`config.mk`:
```
export PLATFORM = sky130hd
export DESIGN_NAME = adc_snapshot_ctrl
export DESIGN_NICKNAME = d
export VERILOG_FILES = /design/src/rtl/adc_snapshot_pkg.sv /design/src/rtl/adc_snapshot_ctrl_edge_detect.sv /design/src/rtl/adc_snapshot_ctrl.sv
export SDC_FILE = /design/constraint.sdc
export NUM_CORES = 1
export LEC_CHECK = 0
export BUFFER_PORTS_ARGS = -buffer_cell sky130_fd_sc_hd__buf_2
export CELL_PAD_IN_SITES_DETAIL_PLACEMENT = 0
export CELL_PAD_IN_SITES_GLOBAL_PLACEMENT = 2
export CORE_ASPECT_RATIO = 1.75
export CORE_MARGIN = 1
export CORE_UTILIZATION = 30
export DETAILED_ROUTE_END_ITERATION = 8
export PLACE_DENSITY = 0.87
export SYNTH_ARGS = -nofsm -noshare
export SYNTH_HDL_FRONTEND = slang
export SYNTH_SLANG_ARGS = --single-unit
```
`constraint.sdc`:
```
create_clock -name axis_input_clk -period 2.2 [get_ports axis_input_clk]
set_input_delay 0.22 -clock axis_input_clk [delete_from_list [all_inputs] [get_ports axis_input_clk]]
set_output_delay 0.22 -clock axis_input_clk [all_outputs]
set_load 0.05 [all_outputs]
```
`src/rtl/adc_snapshot_pkg.sv`:
```
// Shared types and constants for the ADC snapshot capture controller.
package adc_snapshot_pkg;

  localparam int STAMP_W = 32;

  typedef enum logic [2:0] {
    S_IDLE,
    S_ARMED,
    S_DELAY,
    S_CAPTURE,
    S_DONE
  } state_e;

endpackage

```
`src/rtl/adc_snapshot_ctrl_edge_detect.sv`:
```
// Registered rising-edge detector: the output is high while the input is 1
// and its value on the previous clock was 0.
module edge_detect (
  input  logic clk_i,
  input  logic rst_ni,
  input  logic sig_i,
  output logic rise_o
);

  logic sig_q;

  always_ff @(posedge clk_i or negedge rst_ni) begin
    if (!rst_ni) begin
      sig_q <= 1'b0;
    end else begin
      sig_q <= sig_i;
    end
  end

  assign rise_o = sig_i & ~sig_q;

endmodule

```
`src/rtl/adc_snapshot_ctrl.sv`:
```
// Single-shot capture of an RFDC ADC AXI-Stream into snapshot BRAM port A:
// arm, wait for a trigger, skip a delay in beats, then store a fixed length.
module adc_snapshot_ctrl
  import adc_snapshot_pkg::*;
#(
  parameter int DATA_W = 128,
  parameter int ADDR_W = 10,
  parameter int DLY_W  = 16
) (
  input  logic               axis_input_clk,
  input  logic               axis_arst_n,
  input  logic [DATA_W-1:0]  s_axis_tdata,
  input  logic               s_axis_tvalid,
  output logic               s_axis_tready,
  input  logic               arm,
  input  logic               trig_src_sel,
  input  logic               ext_trig,
  input  logic [DLY_W-1:0]   trig_delay,
  input  logic [ADDR_W:0]    capture_len,
  output logic               bram_we,
  output logic [ADDR_W-1:0]  bram_addr,
  output logic [DATA_W-1:0]  bram_din,
  output logic               busy,
  output logic               done,
  output logic [STAMP_W-1:0] trig_stamp
);

  localparam logic [ADDR_W:0] DEPTH = (ADDR_W+1)'(1) << ADDR_W;

  // Stream handshake: a beat transfers when tvalid is 1; tready is tied to 1
  // because the RFDC cannot be stalled, so every valid beat must be consumed.
  assign s_axis_tready = 1'b1;

  state_e              state_q, state_d;
  logic                src_sel_q, src_sel_d;
  logic [DLY_W-1:0]    dly_cnt_q, dly_cnt_d;
  logic [ADDR_W:0]     len_q, len_d;
  logic [ADDR_W:0]     wr_cnt_q, wr_cnt_d;
  logic [STAMP_W-1:0]  beat_cnt_q;
  logic [STAMP_W-1:0]  stamp_q, stamp_d;
  logic                we_q, we_d;
  logic [ADDR_W-1:0]   addr_q, addr_d;
  logic [DATA_W-1:0]   din_q, din_d;
  logic                busy_q, busy_d;
  logic                done_q, done_d;
  logic                ext_rise;
  logic                trig;
  logic [ADDR_W:0]     wr_cnt_inc;

  function automatic logic [ADDR_W:0] clamp_len(input logic [ADDR_W:0] len);
    if (len == '0 || len > DEPTH) begin
      return DEPTH;
    end
    return len;
  endfunction

  edge_detect u_edge_detect (
    .clk_i  (axis_input_clk),
    .rst_ni (axis_arst_n),
    .sig_i  (ext_trig),
    .rise_o (ext_rise)
  );

  assign trig       = ~src_sel_q | ext_rise;
  assign wr_cnt_inc = wr_cnt_q + (ADDR_W+1)'(1);

  // The delay counter is loaded with the latched delay at arm and left
  // untouched in ARMED, so at the trigger it already holds the load value.
  always_comb begin
    state_d   = state_q;
    src_sel_d = src_sel_q;
    dly_cnt_d = dly_cnt_q;
    len_d     = len_q;
    wr_cnt_d  = wr_cnt_q;
    stamp_d   = stamp_q;
    we_d      = 1'b0;
    addr_d    = addr_q;
    din_d     = din_q;
    done_d    = done_q;

    if (arm) begin
      state_d   = S_ARMED;
      src_sel_d = trig_src_sel;
      dly_cnt_d = trig_delay;
      len_d     = clamp_len(capture_len);
      wr_cnt_d  = '0;
      done_d    = 1'b0;
    end else begin
      unique case (state_q)
        S_ARMED: begin
          if (trig) begin
            stamp_d = beat_cnt_q;
            state_d = (dly_cnt_q == '0) ? S_CAPTURE : S_DELAY;
          end
        end
        S_DELAY: begin
          if (s_axis_tvalid) begin
            dly_cnt_d = dly_cnt_q - DLY_W'(1);
            if (dly_cnt_q == DLY_W'(1)) begin
              state_d = S_CAPTURE;
            end
          end
        end
        S_CAPTURE: begin
          if (s_axis_tvalid) begin
            we_d     = 1'b1;
            addr_d   = wr_cnt_q[ADDR_W-1:0];
            din_d    = s_axis_tdata;
            wr_cnt_d = wr_cnt_inc;
            if (wr_cnt_inc == len_q) begin
              state_d = S_DONE;
            end
          end
        end
        // done follows the DONE state by one cycle so it trails the last write.
        S_DONE:  done_d = 1'b1;
        default: state_d = state_q;
      endcase
    end

    busy_d = (state_d == S_ARMED) || (state_d == S_DELAY) || (state_d == S_CAPTURE);
  end

  always_ff @(posedge axis_input_clk or negedge axis_arst_n) begin
    if (!axis_arst_n) begin
      state_q    <= S_IDLE;
      src_sel_q  <= 1'b0;
      dly_cnt_q  <= '0;
      len_q      <= '0;
      wr_cnt_q   <= '0;
      beat_cnt_q <= '0;
      stamp_q    <= '0;
      we_q       <= 1'b0;
      addr_q     <= '0;
      din_q      <= '0;
      busy_q     <= 1'b0;
      done_q     <= 1'b0;
    end else begin
      state_q    <= state_d;
      src_sel_q  <= src_sel_d;
      dly_cnt_q  <= dly_cnt_d;
      len_q      <= len_d;
      wr_cnt_q   <= wr_cnt_d;
      beat_cnt_q <= s_axis_tvalid ? beat_cnt_q + STAMP_W'(1) : beat_cnt_q;
      stamp_q    <= stamp_d;
      we_q       <= we_d;
      addr_q     <= addr_d;
      din_q      <= din_d;
      busy_q     <= busy_d;
      done_q     <= done_d;
    end
  end

  assign bram_we    = we_q;
  assign bram_addr  = addr_q;
  assign bram_din   = din_q;
  assign busy       = busy_q;
  assign done       = done_q;
  assign trig_stamp = stamp_q;

endmodule

```
# Yosys cells after proc, flatten, opt, wreduce, memory -nomap -nowiden
# Cells that the tools add are included.
word_totals:
  ff_bits: 248
op_classes:
  n_addsub: 3
  order_cmp: 1
  eq_ne: 9
  mux: 23
  n_bitwise: 5
  n_reduce_logical: 13
op_table:
  columns: ["cell", "count"]
  rows:
  - ["$mux 11", 5]
  - ["$mux 16", 3]
  - ["$add 32x1->32 const B", 1]
  - ["$mux 3", 6]
  - ["$eq 16x1->1 const B", 1]
  - ["$logic_not 16->1", 1]
  - ["$sub 16x1->16 const B", 1]
  - ["$eq 3x2->1 const B", 4]
  - ["$add 11x1->11 const B", 1]
  - ["$eq 11x11->1", 1]
  - ["$gt 11x11->1 const B", 1]
  - ["$logic_not 11->1", 1]
  - ["$pmux 3 s3", 1]
  - ["$mux 1", 8]
  - ["$reduce_bool 2->1", 4]
  - ["$eq 3x1->1 const B", 2]
  - ["$reduce_and 3->1", 2]
  - ["$reduce_and 2->1", 2]
  - ["$eq 3x3->1 const B", 1]
  - ["$logic_or 1x1->1", 3]
  - ["$not 1->1", 3]
  - ["$and 1x1->1", 1]
  - ["$or 1x1->1", 1]

# Longest topological paths before layout
# Gate-level depths: netlist (run 1).
depth:
  ltp_word: 9
  ltp_mapped: 8
  mapped_depth_nobuf: 7

# Cells and area by module
# A second synthesis (run 1) with hierarchy kept.
unflattened:
  cells_unflattened: 758
  hier_area_um2: 10900.5
by_module_without_submodules:
  columns: ["module", "n_inst", "cells_per_inst", "area_per_inst_um2"]
  rows:
  - ["adc_snapshot_ctrl", 1, 756, 10861.7]
  - ["edge_detect", 1, 2, 38.8]

# Worst setup path before layout (run 1)
# No wires, ideal clock.
synth_timing:
  kind: "input to register"
  start: "in wr_cnt_q[1]"
  end: "reg state_q[0]"
  setup_time_ns: 0.142
  t_arrival_ns: 1.895
  required_ns: 2.058
  setup_slack_ns: 0.163
  cell_stages: 9
  path_buffers: 1
  cell_sequence: "dfrtp_1 > ha_1 > buf_2 > nand2_1 > or3_2 > xnor2_1 > nor3_1 > and4_4 > a41oi_1"
synth_between:
  elab_chain_cells: 6
synth_rtl:
  columns: ["item", "line", "text"]
  rows:
  - ["start, declared", "adc_snapshot_ctrl.sv:38", "logic [ADDR_W:0] wr_cnt_q, wr_cnt_d;"]
  - ["$add 11x1->11", "adc_snapshot_ctrl.sv:65", "assign wr_cnt_inc = wr_cnt_q + (ADDR_W+1)'(1);"]
  - ["$eq 11x11->1", "adc_snapshot_ctrl.sv:110", "if (wr_cnt_inc == len_q) begin"]
  - ["$mux 3", "adc_snapshot_ctrl.sv:110", null]
  - ["$mux 3", "adc_snapshot_ctrl.sv:105", "if (s_axis_tvalid) begin"]
  - ["$pmux 3 s3", "adc_snapshot_ctrl.sv:89", "unique case (state_q)"]
  - ["$mux 3", "adc_snapshot_ctrl.sv:81", "if (arm) begin"]
  - ["net state_d[0]", "adc_snapshot_ctrl.sv:34", "state_e state_q, state_d;"]
  - ["end signal, assigned", "adc_snapshot_ctrl.sv:139", "state_q <= state_d;"]
  - ["end, declared", "adc_snapshot_ctrl.sv:34", null]
# The timed path passes the listed nets, and every way through them passes these cells.
# A chain may end at the register's enable or synchronous reset.

# Worst setup path in the final report (run 1)
layout_timing:
  start: "in wr_cnt_q[0]"
  end: "reg state_q[0]"
# Same word-level chain as after synthesis.

==> metrics.txt, run 1 <==
Internal approximately 10 mW; WP data required roughly 2600 ps; worst path bufs/invs 0; Final TNS setup 0 ps; Synth Flop Type dfrtp_1; layout cell share with drive strength beyond 1 45.9%; status finished, final reports clean; Crit. End Element register; Final Cell Area 15,100 sq um; CTS tree yes; RSZ-0062 raised after global routing false; detailed-route via count around 7,700; CP arrival about 2400 ps; clock skew approximately 6.9 ps; Clk pwr share between 20% and 30%; dpl cell area about 13,000 sq um; Initial Utilization 30.6%; Final Hold Vio Count 0; max_cap viols 0; Ys Warns 0; Finished Core Util 44.6%; CTS clk-pin slew, worst paths around 60 ps; ys async rst share between 90% and 100%; worst-skew pair later-pin latency 530 ps; Slew Viols, Final 0; Root Buffer clkbuf_16; Seq pwr share a little under two fifths; core area 33,700 sq um; die area about 35,000 sq um; antenna cells 0; synthesized area per cell 13.6 sq um; Final WS setup between 150 and 200 ps; post-synthesis sequential area ratio 60.2%; post-synthesis register bit count ~250; die height 247 um; Logic pwr share 40.0%; CP peak stage delay 460 ps; CTS Sinks 248; GPL Wtd Cong 0.826; DP Wirelength slightly below 20,000 um; Total GRT Usage between 10% and 20%; Post-Layout Cell Count 1,746; first-pass GRT wire length around 43,000 um; gr ovfl total 0; cell area after synthesis 10,300 sq um; cell at the slowest stage of the critical path or3_2; die width 142 um; pwr/cell area 1150 nW/um^2; commonest cells after routing, fill and taps aside buf_2 (332), dfrtp_1 (248), mux2_2 (161), dlygate4sd3_1 (158), xnor2_1 (49); dpl cells 1,545; kind of critical path register to register; commonest non-fill, non-tap cell in the layout buf_2; Sw Ratio 42.6%; share of the synthesized area in the top cell type 60.2%; worst reg2reg path depth 7; Psw roughly 7.4 mW; hold crit path type primary input to register; drt total wl 27,500 um; largest cells by area after synthesis dfrtp_1 (60%), mux2_2 (18%), xnor2_1 (4.2%), xor2_1 (1.6%), nand2_1 (1.6%); reg2reg start wr_cnt_q[0]$_DFFE_PN0P_; drt drc 0; library cells used by synthesis 60; num ports 335; Nets 1,439; R2R Setup Slk 180 ps; Pre-antenna DRT Iters 4; Synth area leader dfrtp_1; Syn Nets around 900; vias in the first global route approximately 8,300; largest vdd supply drop 0.000965 V; fin crit share 92.0%; reg2reg end state_q[0]$_DFF_PN0_; worst hold margin 44.9 ps; Stages on worst setup path 7; H-tree depth 1; Fmax 494 MHz; total CTS buffers 24; per-cell routed wire length 15.8 um; crit path to state_q[0]$_DFF_PN0_; cell family with most CP delay simple AND/OR/NAND/NOR gates; initial antenna violation count 0; number of flops mapped to enable cells by yosys 0; relative slew slack 62.9%; largest net degree at the start of global routing 61; Buffers on Ports 333; Worst Path Max Fanout 5; CTS max path bufs 3; DR vias/cell 4.44; CP Launch Type register; P&R area growth vs syn 46.1%; pre-CTS setup slack between 150 and 200 ps; Starting DRT DRC Count 261; final setup fails 0; Routed Antenna Nets 0; Core Rows 89; total power 17.3 mW; Critical Path Start wr_cnt_q[0]$_DFFE_PN0P_; CP Cell Sequence ha_1 > nand2_1 > or3_2 > xnor2_1 > nor3_1 > and4_4 > a41oi_1; Lkg Pwr 7.16 nW; min cycle time layout 2020 ps; measured slew at the worst slew-check pin 557 ps; Mapped Cells ~760
[registers in the layout, indices dropped and copies added, names as in the netlist]
| signal | flops |
|---|---|
| dly_cnt_q | 16 |
| len_q | 11 |
| src_sel_q | 1 |
| beat_cnt_q | 32 |
| state_q | 3 |
| done | 1 |
| bram_we | 1 |
| busy | 1 |
| wr_cnt_q | 11 |
| u_edge_detect.sig_q | 1 |
| bram_din | 128 |
| trig_stamp | 32 |
| bram_addr | 10 |
[timing repair]
action / CTS / global route
setup buffers: 0 / 0
hold buffers: 158 / 0
gates resized for setup: 0 / 0
hold endpoints to repair: 201 / 0
[per-layer routing]
| layer | share of wire, % | global-route usage (%) | vias up |
|---|---|---|---|
| li1 | - | - | 3680 |
| met4 | 3.8 | 7.15 | 0 |
| met3 | 6.4 | 2.46 | 50 |
| met2 | 54 | 29.8 | 269 |
| met5 | 0 | 0 | - |
| met1 | 36 | 16.4 | 3747 |
[cells by family (layout without fill, tap and decap cells)]
family / count (synthesis) / in the layout / synth area share (%)
flops: 248 / 248 / 60.2
compound gates: 52 / 52 / 3.41
fa+ha+maj: 4 / 4 / 0.485
simple gates: 165 / 165 / 8.85
buf+inv: 45 / 579 / 2.15
mux: 172 / 172 / 18.8
xor+xnor: 70 / 70 / 6.09
other cells: 1 / 1 / 0.0364
[worst min-delay path by stage]
stage / startpoint / to / slack [ps] / depth (start not counted)
floorplan: axis_arst_n / beat_cnt_q[0]$_DFFE_PN0P_ / -80 / 0
global placement: axis_arst_n / bram_addr[9]$_DFFE_PN0P_ / 170 / 1
detailed placement: axis_arst_n / bram_addr[9]$_DFFE_PN0P_ / 170 / 1
CTS: s_axis_tvalid / state_q[0]$_DFF_PN0_ / 10 / 2
global route: s_axis_tvalid / state_q[0]$_DFF_PN0_ / 50 / 2
finish: s_axis_tvalid / state_q[0]$_DFF_PN0_ / 40 / 2
[final cells by class]
| class | count | area, sq um |
|---|---|---|
| sequential | 248 | 6210 |
| fill | 3118 | 18700 |
| clock buffer | 32 | 702 |
| multi-input combinational | 464 | 3890 |
| tap | 455 | 569 |
| clock inverter | 11 | 67.6 |
| inverter | 12 | 47.5 |
| timing repair buffer | 524 | 3580 |
[synth_stat cells (2+ instances only)]
cell type  instances
dfrtp_1          248
mux2_2           161
xnor2_1           49
nand2_1           43
nor2_1            35
nand3_1           22
xor2_1            19
buf_2             18
o21ai_0           17
mux2_1            11
inv_1             10
nand4_1           10
nor3_1            10
buf_4              8
nor2b_1            7
a21oi_1            6
a31o_2             6
and3_1             5
buf_1              5
a22o_1             4
a31oi_1            4
ha_1               4
o21ai_1            4
and4_1             3
nor4_1             3
a221oi_2           2
and2_1             2
clkbuf_1           2
nor3b_1            2
nor4_4             2
o211ai_1           2
or3_1              2
or4_1              2
or4_4              2
xnor2_2            2
[power by group through the flow]
| stage | Combinational (mW) | Clock [mW] | Sequential (mW) |
|---|---|---|---|
| final | 6.91 | 3.98 | 6.39 |
| after floorplan | 1.25 | 0 | 10.1 |
| after global placement | 6.66 | 0 | 6.40 |
| after detailed placement | 6.71 | 0 | 6.46 |
| after CTS | 6.94 | 4.15 | 6.37 |
| after global routing | 7.24 | 4.32 | 6.53 |
[worst register-to-register path, cell delays in order, from the launching register on]
cell	delay (ps)
dfrtp_1	350
ha_1	250
nand2_1	110
or3_2	460
xnor2_1	140
nor3_1	180
and4_4	280
a41oi_1	120
Power figures use the tool's default switching activity.
==> run 2, diff against run 1 <==
--- a/config.mk
+++ b/config.mk
@@ -5,7 +5,8 @@
 export SDC_FILE = /design/constraint.sdc
 export NUM_CORES = 1
 export LEC_CHECK = 0
-export BUFFER_PORTS_ARGS = -buffer_cell sky130_fd_sc_hd__buf_2
+export BUFFER_PORTS_ARGS = -buffer_cell sky130_fd_sc_hd__buf_4
+export CAP_MARGIN = 20
 export CELL_PAD_IN_SITES_DETAIL_PLACEMENT = 0
 export CELL_PAD_IN_SITES_GLOBAL_PLACEMENT = 2
 export CORE_ASPECT_RATIO = 1.75
@@ -13,6 +14,7 @@
 export CORE_UTILIZATION = 30
 export DETAILED_ROUTE_END_ITERATION = 8
 export PLACE_DENSITY = 0.87
+export RECOVER_POWER = 50
 export SYNTH_ARGS = -nofsm -noshare
 export SYNTH_HDL_FRONTEND = slang
 export SYNTH_SLANG_ARGS = --single-unit
==> run 2 against run 1 <==
Effect of this change: utilization rose by 1.6 points; clock-buffer cell count up 4; global-route usage up 0.13 points; register-to-register slack lost 50 ps; non-clock buffer count is 3 lower; critical path depth fell by 1; largest cell class unchanged; critical endpoint unchanged; worst hold slack better by 80 ps; clock power is 5% higher; flip-flop and latch count stayed put.
==> metrics.txt, run 2 (synthesized netlist as in run 1, its figures left out) <==
filler instances 3,098; Crit. End Element register; Lkg Pwr approximately 7.1 nW; Routed Antenna Nets 0; fin crit share 94.3%; Core Rows 89; CP Launch Type register; Psw 7.45 mW; Fmax between 400 and 500 MHz; pwr/cell area 1140 nW/um^2; worst-skew pair later-pin latency 520 ps; core area about 34,000 sq um; Worst Path Max Fanout 6; Seq pwr share between 30 and 40%; H-tree depth 1; CTS max path bufs 3; drt drc 0; per-cell routed wire length 16.2 um; Final Hold Vio Count 0; clock skew 9.19 ps; measured slew at the worst slew-check pin 1310 ps; number of post-CTS setup repair buffers 0; Clk pwr share 23.4%; commonest non-fill, non-tap cell in the layout buf_4; Root Buffer clkbuf_16; commonest cells after routing, fill and taps aside buf_4 (280), dfrtp_1 (247), mux2_2 (161), dlygate4sd3_1 (158), clkbuf_1 (75); max FFs per register between 100 and 150; Nets 1,436; vias in the first global route ~8,000; antenna cells 0; die height roughly 250 um; Logic pwr share 40.6%; CP arrival 2450 ps; max_cap viols 0; CTS clk-pin slew, worst paths 60 ps; P&R area growth vs syn 51.2%; CTS Sinks around 250; Starting DRT DRC Count between 200 and 250; final setup fails 0; layout cell share with drive strength beyond 1 40.3%; largest vdd supply drop around 0.00082 V; kind of critical path register to register; num ports about 340; total power 17.8 mW; die width about 140 um; Total GRT Usage 15.7%; first-pass GRT wire length 43,500 um; total CTS buffers 24; Internal 10.4 mW; WP data required 2580 ps; Finished Core Util 46.2%; dpl cells 1,542; min cycle time layout just over 2000 ps; CTS tree yes; gr ovfl total 0; DR vias/cell 4.46; Buffers on Ports 333; Final TNS setup 0 ps; hold crit path type primary input to register; status finished, final reports clean; Initial Utilization a little under a third; Pre-antenna DRT Iters 4; Post-Layout Cell Count between 1,500 and 2,000; drt total wl 28,300 um; relative slew slack 12.9%; GPL Wtd Cong between 0.8 and 0.9; largest net degree at the start of global routing 66; RSZ-0062 raised after global routing false; Sw Ratio about two fifths; Slew Viols, Final 0; die area roughly 35,000 sq um; DP Wirelength 19,400 um; initial antenna violation count 0; detailed-route via count just under 8,000
-- run 2: final timing paths --
kind                                          start                       end  slack [ps]  depth (start not counted)
setup / recovery            wr_cnt_q[6]$_DFFE_PN0P_      state_q[0]$_DFF_PN0_         130                          6
hold / removal                      capture_len[10]     len_q[10]$_DFFE_PN0P_         130                          3
setup reg to reg            wr_cnt_q[6]$_DFFE_PN0P_      state_q[0]$_DFF_PN0_         130                          6
hold reg to reg            bram_din[40]$_DFFE_PN0P_  bram_din[40]$_DFFE_PN0P_         480                          1
max in group asynchronous               axis_arst_n  bram_din[32]$_DFFE_PN0P_         430                          3
min in group asynchronous               axis_arst_n      len_q[4]$_DFFE_PN0P_         530                          2
-- run 2: critical path, stage by stage (launching register included) --
cell and delay, ps:
dfrtp_1 450, nand4_2 190, or3_2 520, xnor2_1 140
nor3_1 230, and4_4 290, a41oi_1 120
-- run 2: area by class of cell --
| type | instances | area (sq um) | share of cell area, % |
|---|---|---|---|
| clock buffer | 36 | 737 | 4.73 |
| clock inverter | 7 | 67.6 | 0.433 |
| inverter | 12 | 47.5 | 0.305 |
| multi-input combinational | 464 | 3890 | 25.0 |
| sequential | 248 | 6210 | 39.8 |
| tap | 455 | 569 | 3.65 |
| timing repair buffer | 521 | 4070 | 26.1 |
-- run 2: repair_timing --
item / in CTS / in global routing
hold buffers: 158 / 0
gates resized for setup: 0 / 2
setup endpoints to repair: 0 / 1
hold endpoints to repair: 263 / 0
-- run 2: metrics by stage --
stage,hold slack [ps],setup slack (ps),instance area [sq um]
floorplan,-75.6,163,10300
global placement,173,105,13500
detailed placement,176,118,13500
CTS,84.9,112,15900
global route,155,4.09,15600
finish,125,125,15600
-- run 2: metal layers --
metal	vias to the layer above	share of wire [%]	wire length [um]	track usage (%)
met5	-	0	0	0
met4	0	2.7	770	5.85
met3	44	5.7	1620	2.05
met2	250	55	15600	30.9
met1	3819	36	10300	16.6
li1	3669	-	-	-
-- run 2: power groups by stage --
stage	logic (mW)	clock network (mW)	registers, mW
6_report	7.24	4.16	6.41
5_1_grt	7.55	4.46	6.57
4_1_cts	7.69	4.32	6.40
3_5_place_dp	7.45	0	6.49
3_3_place_gp	7.38	0	6.44
2_1_floorplan	1.25	0	10.1
==> run 3, diff against run 2 <==
==> constraint.sdc (replaced) <==
create_clock -name axis_input_clk -period 2.2 [get_ports axis_input_clk]
set_input_delay 0.33 -clock axis_input_clk [delete_from_list [all_inputs] [get_ports axis_input_clk]]
set_output_delay 0.33 -clock axis_input_clk [all_outputs]
set_load 0.05 [all_outputs]
==> run 3 against run 2 <==
Effect of this change: largest power group unchanged; flip-flop and latch count stayed put; register-to-register slack gained 90 ps; die area unchanged.
==> metrics.txt, run 3 (synthesized netlist as in run 1, its figures left out) <==
fin crit share 90.4%; relative slew slack 30.5%; Worst Path Max Fanout 5; detailed-route via count 7,203; CP arrival 2360 ps; CTS Sinks 248; commonest cells after routing, fill and taps aside buf_4 (286), dfrtp_1 (247), mux2_2 (161), clkbuf_1 (74), xnor2_1 (49); Fmax 503 MHz; Internal between 10 and 15 mW; kind of critical path register to register; Logic pwr share between 30 and 40%; Total GRT Usage about 15%; die height around 250 um; DR vias/cell 4.50; reg2reg end state_q[0]$_DFF_PN0_; clock skew 8.27 ps; measured slew at the worst slew-check pin between 1000 and 1500 ps; Initial Utilization 30.6%; pwr/cell area 1260 nW/um^2; R2R Setup Slk 210 ps; commonest non-fill, non-tap cell in the layout buf_4; Crit. End Element register; vias in the first global route 7,350; Root Buffer clkbuf_16; CTS tree yes; filler instances 3,262; die width roughly 140 um; CTS clk-pin slew, worst paths 60 ps; first-pass GRT wire length 40,100 um; CTS max path bufs 3; Psw 7.28 mW; drt total wl 25,900 um; Core Rows 89; total power approximately 18 mW; max_cap viols 0; num ports 335; hold crit path type primary input to register; Final TNS setup 0 ps; drt drc 0; Seq pwr share 35.6%; H-tree depth 1; WP data required about 2600 ps; final setup fails 0; Starting DRT DRC Count 190; antenna cells 0; Buffers on Ports 333; core area between 30,000 and 40,000 sq um; initial antenna violation count 0; largest net degree at the start of global routing 65; Nets 1,295; Slew Viols, Final 0; reg2reg start wr_cnt_q[1]$_DFFE_PN0P_; RSZ-0062 raised after global routing false; max FFs per register roughly 130; status finished, final reports clean; hold depth 2; Clk pwr share about 25%; largest vdd supply drop slightly above 0.0009 V; CP Launch Type register; layout cell share with drive strength beyond 1 a little under half; Sw Ratio 40.7%; Final Hold Vio Count 0; hold path start s_axis_tdata[38]; P&R area growth vs syn 38.3%; GPL Wtd Cong 0.808; per-cell routed wire length 16.2 um; min cycle time layout 1990 ps; Hold Crit Endpoint bram_din[38]$_DFFE_PN0P_; total CTS buffers 24; Routed Antenna Nets 0; Lkg Pwr 6.55 nW; die area 35,100 sq um; Pre-antenna DRT Iters 4; DP Wirelength 19,900 um; worst reg2reg path depth 7; worst hold margin 30.3 ps; worst-skew pair later-pin latency 520 ps; gr ovfl total 0
==> run 3: cell count changes in the layout (fill, tap and decap cells not counted), sizes merged <==
cell,previous run,this run
buf,284,291
bufinv,1,5
clkbuf,115,111
clkinv,7,2
dlygate4sd3,158,12
inv,11,12
==> run 3: power groups by stage <==
stage                     combinational, mW  clock (mW)  sequential (mW)
after floorplan                        1.25           0             10.1
after global placement                 7.41           0             6.44
after detailed placement               7.47           0             6.49
after CTS                              7.49        4.67             6.41
after global routing                   7.34        4.81             6.54
final                                  7.02        4.49             6.38
==> run 3: cell type report <==
type | count | area, sq um | share of cell area [%]
well taps | 455 | 569 | 3.99
clock buffers | 34 | 699 | 4.91
clock inverters | 7 | 166 | 1.17
flip-flops and latches | 248 | 6210 | 43.5
multi-input cells | 464 | 3890 | 27.3
inverters | 12 | 47.5 | 0.334
repair buffers | 380 | 2670 | 18.8
==> run 3: worst max path at each step <==
stage                                        from              endpoint  slack (ps)  cells past startpoint
final                     wr_cnt_q[1]$_DFFE_PN0P_  state_q[0]$_DFF_PN0_         210                      7
after global routing      wr_cnt_q[6]$_DFFE_PN0P_  state_q[0]$_DFF_PN0_           3                      6
after CTS                 wr_cnt_q[1]$_DFFE_PN0P_  state_q[0]$_DFF_PN0_         160                      7
after detailed placement  wr_cnt_q[1]$_DFFE_PN0P_  state_q[0]$_DFF_PN0_         150                      7
after global placement    wr_cnt_q[0]$_DFFE_PN0P_  state_q[0]$_DFF_PN0_         180                      7
after floorplan           wr_cnt_q[1]$_DFFE_PN0P_  state_q[0]$_DFF_PN0_         160                      8
==> run 3: repair_timing <==
| action | 4_1_cts | 5_1_grt |
|---|---|---|
| endpoints found under the setup margin | 0 | 1 |
| hold buffers | 12 | 0 |
| hold endpoints to repair | 63 | 0 |
| buffers inserted | 0 | 0 |
| resized for setup | 0 | 2 |
==> run 3: critical path, cell delays in order (launching register included) <==
cell and delay, ps:
dfrtp_1 360, ha_2 230, nand2_1 90, or3_2 440, xnor2_1 140, nor3_1 190
and4_4 280, a41oi_1 120
==> run 3: per-stage QoR <==
stage	setup WS, ps	std cells	util, %	instance area, sq um
global placement	178	1547	40.3	13600
detailed placement	147	1547	40.3	13600
CTS	164	1600	43.2	14600
finish	212	1600	42.3	14300
global route	3.25	1600	42.3	14300
floorplan	163	757	-	10300
==> run 3: metal layers <==
layer	vias to the layer above	GRT usage [%]	wire, um
met1	3530	15.2	9180
met4	0	5.15	688
met5	-	0	0
met2	240	28.6	14300
li1	3395	-	-
met3	38	2.40	1750
